`src/rtl/pwm_pkg.sv`:
```
// Shared constants and FSM phase encoding for the breathing controller and PWM stage.
package pwm_pkg;

    localparam int unsigned CNT_W_DEF        = 20;
    localparam int unsigned DUTY_MAX_DEF     = 1_000_000;
    localparam int unsigned STEP_DEF         = 10_000;
    localparam int unsigned HOLD_PERIODS_DEF = 50;
    localparam int unsigned PHASE_W          = 3;

    typedef enum logic [PHASE_W-1:0] {
        PH_IDLE    = 3'd0,
        PH_UP      = 3'd1,
        PH_HOLD_HI = 3'd2,
        PH_DOWN    = 3'd3,
        PH_HOLD_LO = 3'd4
    } phase_e;

endpackage

```
`src/rtl/pwm_breath_ctrl.sv`:
```
// Breathing duty ramp: ramps duty up, dwells at full scale, ramps down, dwells at zero.
// Every change lands only on a downstream period wrap so the PWM never sees a mid-period update.
module pwm_breath_ctrl
    import pwm_pkg::*;
#(
    parameter int unsigned CNT_W        = CNT_W_DEF,
    parameter int unsigned DUTY_MAX     = DUTY_MAX_DEF,
    parameter int unsigned STEP         = STEP_DEF,
    parameter int unsigned HOLD_PERIODS = HOLD_PERIODS_DEF
) (
    input  logic               clk,
    input  logic               rst,
    input  logic               en,
    input  logic               period_done,
    output logic [CNT_W-1:0]   duty,
    output logic               duty_upd,
    output logic [PHASE_W-1:0] phase
);

    // One guard bit so duty+STEP can never wrap before saturation.
    localparam int unsigned EXT_W  = CNT_W + 1;
    localparam int unsigned HOLD_W = $clog2(HOLD_PERIODS + 1);

    localparam logic [EXT_W-1:0]  DMAX_X    = EXT_W'(DUTY_MAX);
    localparam logic [EXT_W-1:0]  STEP_X    = EXT_W'(STEP);
    localparam logic [HOLD_W-1:0] HOLD_LAST = HOLD_W'(HOLD_PERIODS - 1);
    localparam logic [HOLD_W-1:0] HOLD_SAT  = HOLD_W'(HOLD_PERIODS);

    phase_e              state_q, state_d;
    logic [CNT_W-1:0]    duty_q, duty_d;
    logic                upd_q, upd_d;
    logic [HOLD_W-1:0]   hold_q, hold_d;
    logic [EXT_W-1:0]    duty_x;
    logic [EXT_W-1:0]    sum_x;
    logic [HOLD_W-1:0]   hold_inc;

    // Widened duty, saturating sum and saturating hold increment.
    always_comb begin
        duty_x   = {1'b0, duty_q};
        sum_x    = duty_x + STEP_X;
        hold_inc = (hold_q == HOLD_SAT) ? hold_q : hold_q + HOLD_W'(1);
    end

    // Next-state, next-duty and update-pulse logic; everything gated by period_done.
    always_comb begin
        state_d = state_q;
        duty_d  = duty_q;
        hold_d  = hold_q;
        upd_d   = 1'b0;

        if (period_done) begin
            if (!en) begin
                state_d = PH_IDLE;
                duty_d  = '0;
                hold_d  = '0;
            end else begin
                case (state_q)
                    PH_IDLE: begin
                        state_d = PH_UP;
                    end
                    PH_UP: begin
                        if (sum_x >= DMAX_X) begin
                            duty_d  = CNT_W'(DMAX_X);
                            state_d = PH_HOLD_HI;
                            hold_d  = '0;
                        end else begin
                            duty_d  = CNT_W'(sum_x);
                        end
                    end
                    PH_HOLD_HI, PH_HOLD_LO: begin
                        hold_d = hold_inc;
                        if (hold_q == HOLD_LAST) begin
                            state_d = (state_q == PH_HOLD_HI) ? PH_DOWN : PH_UP;
                            hold_d  = '0;
                        end
                    end
                    PH_DOWN: begin
                        if (duty_x <= STEP_X) begin
                            duty_d  = '0;
                            state_d = PH_HOLD_LO;
                            hold_d  = '0;
                        end else begin
                            // duty_q > STEP here, so STEP fits in CNT_W bits.
                            duty_d  = duty_q - CNT_W'(STEP_X);
                        end
                    end
                    default: begin
                        state_d = PH_IDLE;
                        duty_d  = '0;
                        hold_d  = '0;
                    end
                endcase
            end
            upd_d = (duty_d != duty_q);
        end
    end

    // State, duty, hold counter and update pulse registers.
    always_ff @(posedge clk or posedge rst) begin
        if (rst) begin
            state_q <= PH_IDLE;
            duty_q  <= '0;
            hold_q  <= '0;
            upd_q   <= 1'b0;
        end else begin
            state_q <= state_d;
            duty_q  <= duty_d;
            hold_q  <= hold_d;
            upd_q   <= upd_d;
        end
    end

    assign duty     = duty_q;
    assign duty_upd = upd_q;
    assign phase    = state_q;

endmodule

```
`config.mk`:
```
export PLATFORM = sky130hd
export DESIGN_NAME = pwm_breath_ctrl
export DESIGN_NICKNAME = d
export VERILOG_FILES = /design/src/rtl/pwm_pkg.sv /design/src/rtl/pwm_breath_ctrl.sv
export SDC_FILE = /design/constraint.sdc
export NUM_CORES = 1
export LEC_CHECK = 0
export ABC_AREA = 1
export BUFFER_PORTS_ARGS = -buffer_cell sky130_fd_sc_hd__buf_2
export CORE_ASPECT_RATIO = 1.1
export CORE_MARGIN = 3
export CORE_UTILIZATION = 55
export CTS_CLUSTER_DIAMETER = 40
export CTS_CLUSTER_SIZE = 30
export DETAILED_ROUTE_END_ITERATION = 10
export PLACE_DENSITY = 0.78
export SLEW_MARGIN = 10
export SYNTH_ARGS = -nofsm -noshare
export SYNTH_HDL_FRONTEND = slang
export SYNTH_SLANG_ARGS = --single-unit
```
`constraint.sdc`:
```
create_clock -name clk -period 2.3 [get_ports clk]
set_input_delay 0 -clock clk [delete_from_list [all_inputs] [get_ports clk]]
set_output_delay 0 -clock clk [all_outputs]
set_load 0.02 [all_outputs]
```
# After elaboration in Yosys (flattened, before gate mapping)
# Index checks and enable logic that the tools add are counted.
[word_totals]
ff_bits = 30
in_bits = 4
elab_cells = 44
[op_classes]
n_addsub = 3
magnitude_cmp = 2
n_eq_ne = 12
n_mux = 18
reduce_logical = 5
[op_table]
columns = ["op", "n"]
rows = [
  ["2-to-1 mux 20 bit", 4],
  ["one-hot mux 20 bit (3 select lines)", 1],
  ["2-to-1 mux 6 bit", 5],
  ["one-hot mux 6 bit (4 select lines)", 1],
  ["adder 20 x 14 -> 21 bit, second input constant", 1],
  [">= comparator 21 x 20 -> 1 bit, second input constant", 1],
  ["less-or-equal comparator 20 x 14 -> 1 bit, second input constant", 1],
  ["!= test 20 bit", 1],
  ["subtractor 20 x 14 -> 20 bit, second input constant", 1],
  ["== test 6 bit, second input constant", 2],
  ["2-to-1 mux 3 bit", 4],
  ["one-hot mux 3 bit (4 select lines)", 1],
  ["!= test 3 bit, second input constant", 3],
  ["adder 6 x 1 -> 6 bit, second input constant", 1],
  ["== test 3 x 2 -> 1 bit, second input constant", 2],
  ["AND reduction 5 bit", 1],
  ["!= test 4 bit, second input constant", 1],
  ["AND reduction 4 bit", 1],
  ["== test 3 x 1 -> 1 bit, second input constant", 1],
  ["== test 3 bit, second input constant", 1],
  ["zero test 3 bit", 1],
  ["OR reduction 3 bit", 1],
  ["2-to-1 mux 2 bit", 1],
  ["!= test 2 bit, second input constant", 1],
  ["other kinds (2)", 2],
]

# Longest topological paths before layout
[depth]
ltp_word = 8
mapped_depth = 23
ltp_nobuf = 21

# Worst setup path after synthesis
# No wires, ideal clock.
[synth_path]
kind = "reg-to-reg"
start = "reg duty_q[4], in the netlist duty[4]"
end = "reg upd_q, in the netlist duty_upd"
setup_ps = 136
arrival_ps = 2337
path_slack_ps = -173
stages_incl_launch_ff = 21
path_buffers = 0
cell_sequence = "dfrtp_1 > inv_1 > ha_1 > nand2_1 > nand3_1 > nand2_1 > nand2_1 > nand2_1 > nand3_4 > inv_2 > nand3_1 > nand3_1 > nand2_1 > nand2_1 > nand2_1 > nor2_1 > nand3_1 > nor2_1 > nand2_1 > nor2_1 > a21oi_1"
[synth_via]
elab_chain_cells = 8
word_cells_on_any_way = 11
cone_classes = "add/sub (2); order compare (2); eq/ne (1); mux (6)"
[synth_rtl]
columns = ["element", "line", "source"]
rows = [
  ["from (decl)", "pwm_breath_ctrl.sv:30", "logic [CNT_W-1:0] duty_q, duty_d;"],
  ["from (signal assigned)", "pwm_breath_ctrl.sv:107", "duty_q <= duty_d;"],
  ["adder 20 x 14 -> 21 bit", "pwm_breath_ctrl.sv:40", "sum_x = duty_x + STEP_X;"],
  [">= comparator 21 x 20 -> 1 bit", "pwm_breath_ctrl.sv:62", "if (sum_x >= DMAX_X) begin"],
  ["2-to-1 mux 20 bit", "pwm_breath_ctrl.sv:62", ""],
  ["one-hot mux 20 bit (3 select lines)", "pwm_breath_ctrl.sv:57", "case (state_q)"],
  ["2-to-1 mux 20 bit", "pwm_breath_ctrl.sv:52", "if (!en) begin"],
  ["2-to-1 mux 20 bit", "pwm_breath_ctrl.sv:51", "if (period_done) begin"],
  ["!= test 20 bit (*)", "pwm_breath_ctrl.sv:94", "upd_d = (duty_d != duty_q);"],
  ["2-to-1 mux 1 bit (*)", "pwm_breath_ctrl.sv:51", ""],
  ["net upd_d", "pwm_breath_ctrl.sv:31", "logic upd_q, upd_d;"],
  ["to (signal assigned)", "pwm_breath_ctrl.sv:109", "upd_q <= upd_d;"],
  ["to (decl)", "pwm_breath_ctrl.sv:31", ""],
]
# The timed path passes the listed nets; every way through them passes the cells marked *. The select of a mux whose other input is x is not followed.
# A chain may end at the register's enable or synchronous reset.

# Worst setup path after layout
[layout_path]
start = "reg duty_q[5], in the netlist duty[5]"
end = "reg hold_q[4]"
[layout_via]
elab_chain_cells = 4
word_cells_on_any_way = 6
cone_classes = "add/sub (1); order compare (2); eq/ne (2); reduce/logical (1)"
[layout_rtl]
columns = ["element", "line", "source"]
rows = [
  ["adder 20 x 14 -> 21 bit", "pwm_breath_ctrl.sv:40", ""],
  [">= comparator 21 x 20 -> 1 bit", "pwm_breath_ctrl.sv:62", ""],
  ["!= test 3 bit (no line)", "--", ""],
  ["AND reduction 5 bit (no line) (*)", "--", ""],
  ["to (signal assigned)", "pwm_breath_ctrl.sv:108", "hold_q <= hold_d;"],
  ["to (decl)", "pwm_breath_ctrl.sv:32", "logic [HOLD_W-1:0] hold_q, hold_d;"],
]
# Every way passes the cells marked *; elsewhere a longest branch is shown, timed or not.

==> run metrics <==
worst vdd ir 0.0008048 V; Ys Warns 0; Synth Flop Type dfrtp_1; largest net degree at the start of global routing 36; startpoint class of the critical path register; leak pwr 2.267 nW; EDFF count, synth 0; vias post-DR ~4000; reg2reg path depth 21; cell taking the most area after synthesis dfrtp_1; vias in the first global route 3560; number of fillers in the final layout 338; skew final ~0.0051 ns; Synth top area share 0.2545; final number of setup-violating endpoints 18; Nets 629; Post-DRT Antenna Nets 0; Max-Cap Viols 0; vias per std cell 5.757; P&R area growth vs syn 44.87%; DR pass1 iterations 6; port bufs 27; Final Worst Setup Slack -0.3264 ns; first-pass GRT wire length 16390 um; die area between 6000 and 7000 um^2; I/O pins 28; Die H between 80 and 90 um; CP Capture Type register; Root Buffer clkbuf_8; grt met2 use 0.5460; initial antenna violation count 0; CTS Buf Count 5; failing checks setup timing; pwr dens 897.1 nW/um^2; Post-Syn Nets 507; crit path kind reg2reg; crit path max fanout 5; GRT busiest layer met2; ANT cells 0; Hold Vio Cnt, Final 0; most common cell in the netlist nand2_1; num rows 27; fraction of registers with async set/reset 1.000; worst hold stages 4; unrepaired setup endpoints after global routing yes; maximum clock insertion buffer count 2; GP Congestion 0.9536; DP Worst Slack -0.3421 ns; Core Footprint 5101 um^2; Worst Tran Pin Value a little under 0.6 ns; grt ovf 0; synth unique cells 35; mean routed wirelength per cell 15.69 um; clock slew at reported path FFs 0.06 ns; Starting Density 0.5784; Starting DRT DRC Count 425; final HPWL from detailed placement 7470 um; Hold Crit Class in2reg; CTS H-tree depth 2; fin crit share 1.142; met3 Usage GRT 0.05327; relative slew slack 0.6115; Final Cell Area between 4000 and 5000 um^2; CTS tree built; share of cells above drive strength 1 0.3506; die width around 76 um; top post-synthesis cells by area dfrtp_1 (25%), nand2_1 (20%), nand3_1 (10%); Max Freq 380.8 MHz; outcome complete, but fails checks; Seq cells post-synth 30; setup TNS -2.628 ns; min cycle time layout 2.626 ns; grt met1 use 0.4295; Post-synth top cells nand2_1 (158), nand3_1 (61), nor2_1 (52), inv_1 (51), o21ai_0 (33); clk_lat worst skew ~0.29 ns; drt total wl 10840 um; Final Max Tran Viols 0; # DRC 0; Mapped Avg Cell Area 5.936 um^2; CP arrival about 2.8 ns; Post-Synthesis Cells 497; sequential cell area fraction in the yosys report 0.2545; Placement Cell Area 3841 um^2; Sink Count 30; synthesized cell area 2950 um^2; Total GRT Usage 0.3307; critical path required time 2.47 ns
worst max-delay path, cell delays in order (launching register included):
cell     delay [ns]
dfrtp_2        0.46
ha_4           0.19
nand3_4        0.11
nand3_4        0.09
nand2_4        0.09
nand2_4        0.07
nand2_2        0.06
nand2_2        0.07
nor2_1         0.13
nand2_1        0.07
nand2_1        0.07
nand2_2        0.10
buf_6          0.14
nand3_4        0.13
nand2_4        0.08
nand2_4        0.07
nand3_4        0.10
inv_4          0.09
and3_4         0.20
nand3_2        0.07
nand2_2        0.08
nor2_2         0.04
placed cells by master, fill, tap and decap left out, types with 2 or more instances in the layout:
| cell type | netlist | layout |
|---|---|---|
| a21oi_1 | 12 | 11 |
| a22oi_1 | 4 | 4 |
| a31oi_1 | 5 | 5 |
| buf_2 | 10 | 27 |
| buf_4 | 3 | 102 |
| buf_6 | 0 | 7 |
| clkbuf_8 | 0 | 6 |
| dfrtp_1 | 30 | 22 |
| dfrtp_2 | 0 | 8 |
| ha_1 | 6 | 5 |
| inv_1 | 51 | 48 |
| inv_2 | 5 | 6 |
| nand2_1 | 158 | 139 |
| nand2_2 | 7 | 21 |
| nand2_4 | 0 | 5 |
| nand3_1 | 61 | 56 |
| nand3_2 | 2 | 4 |
| nand3_4 | 2 | 5 |
| nand4_1 | 11 | 11 |
| nor2_1 | 52 | 48 |
| nor2_2 | 1 | 5 |
| nor3_1 | 6 | 6 |
| o21ai_0 | 33 | 28 |
| o21ai_2 | 0 | 7 |
| o22ai_1 | 4 | 2 |
| o22ai_2 | 0 | 2 |
| xor2_1 | 11 | 11 |
state kept, by name, summed over array words and instances, names as in the netlist:
register / flops
duty_upd: 1
hold_q: 6
duty: 20
phase: 3
metrics by stage:
| step | instances | total power (W) | hold slack [ns] | util |
|---|---|---|---|---|
| after global placement | 674 | 0.002923 | 0.09541 | 0.7530 |
| after global routing | 691 | 0.004070 | 0.1521 | 0.8379 |
| final | 691 | 0.003834 | 0.1373 | 0.8379 |
| after CTS | 684 | 0.003624 | 0.1321 | 0.7996 |
| after floorplan | 497 | 0.002048 | 0.09060 | - |
| after detailed placement | 674 | 0.002966 | 0.1086 | 0.7530 |
kinds of logic (layout without fill, tap and decap cells):
family,after synthesis,in the layout,share of synthesized area
AND/OR/NAND/NOR,307,307,0.4589
buffers and inverters,78,200,0.1073
AO/OA/AOI/OAI,64,64,0.1183
flip-flops,30,30,0.2545
XOR/XNOR,12,12,0.03562
adder cells (fa/ha/maj),6,6,0.02544
power breakdown:
group | total (W) | internal (W) | switching (W)
Clock | 0.000558 | 0.000346 | 0.000212
Combinational | 0.00254 | 0.00105 | 0.00149
Sequential | 0.000739 | 0.000617 | 0.000122
Total | 0.00383 | 0.00201 | 0.00182
final timing paths:
path | startpoint | slack [ns] | endpoint
max | duty[5] | -0.33 | hold_q[4]
min | period_done | 0.14 | hold_q[1]
max reg2reg | duty[5] | -0.33 | hold_q[4]
min reg2reg | duty[1] | 0.51 | duty[1]
max in group asynchronous | rst | 1.62 | duty[12]
min in group asynchronous | rst | 0.35 | duty[10]
layer usage:
metal	part of all wire	vias to the layer above	wire length, um
met2	0.49	246	5323
met3	0.078	59	843
met4	0.041	0	447
met1	0.39	1814	4228
met5	0	-	0
li1	-	1859	-
layout make-up:
class	instances	area (um^2)	share of cell area
Timing Repair Buffer	137	989.7	0.2316
Sequential cell	30	760.7	0.1780
Clock buffer	6	82.58	0.01932
Inverter	56	217.7	0.05094
Multi-Input combinational cell	389	2103	0.4921
Clock inverter	1	30.03	0.007026
Tap cell	72	90.09	0.02108
timing repair:
item	in CTS	in global routing
buffers inserted	2	8
endpoints found under the setup margin	20	25
pin swaps	5	25
hold buffers	1	0
resized for setup	25	45
endpoints found under the hold margin	30	0
Note: power is estimated with default switching activity, not from simulation.
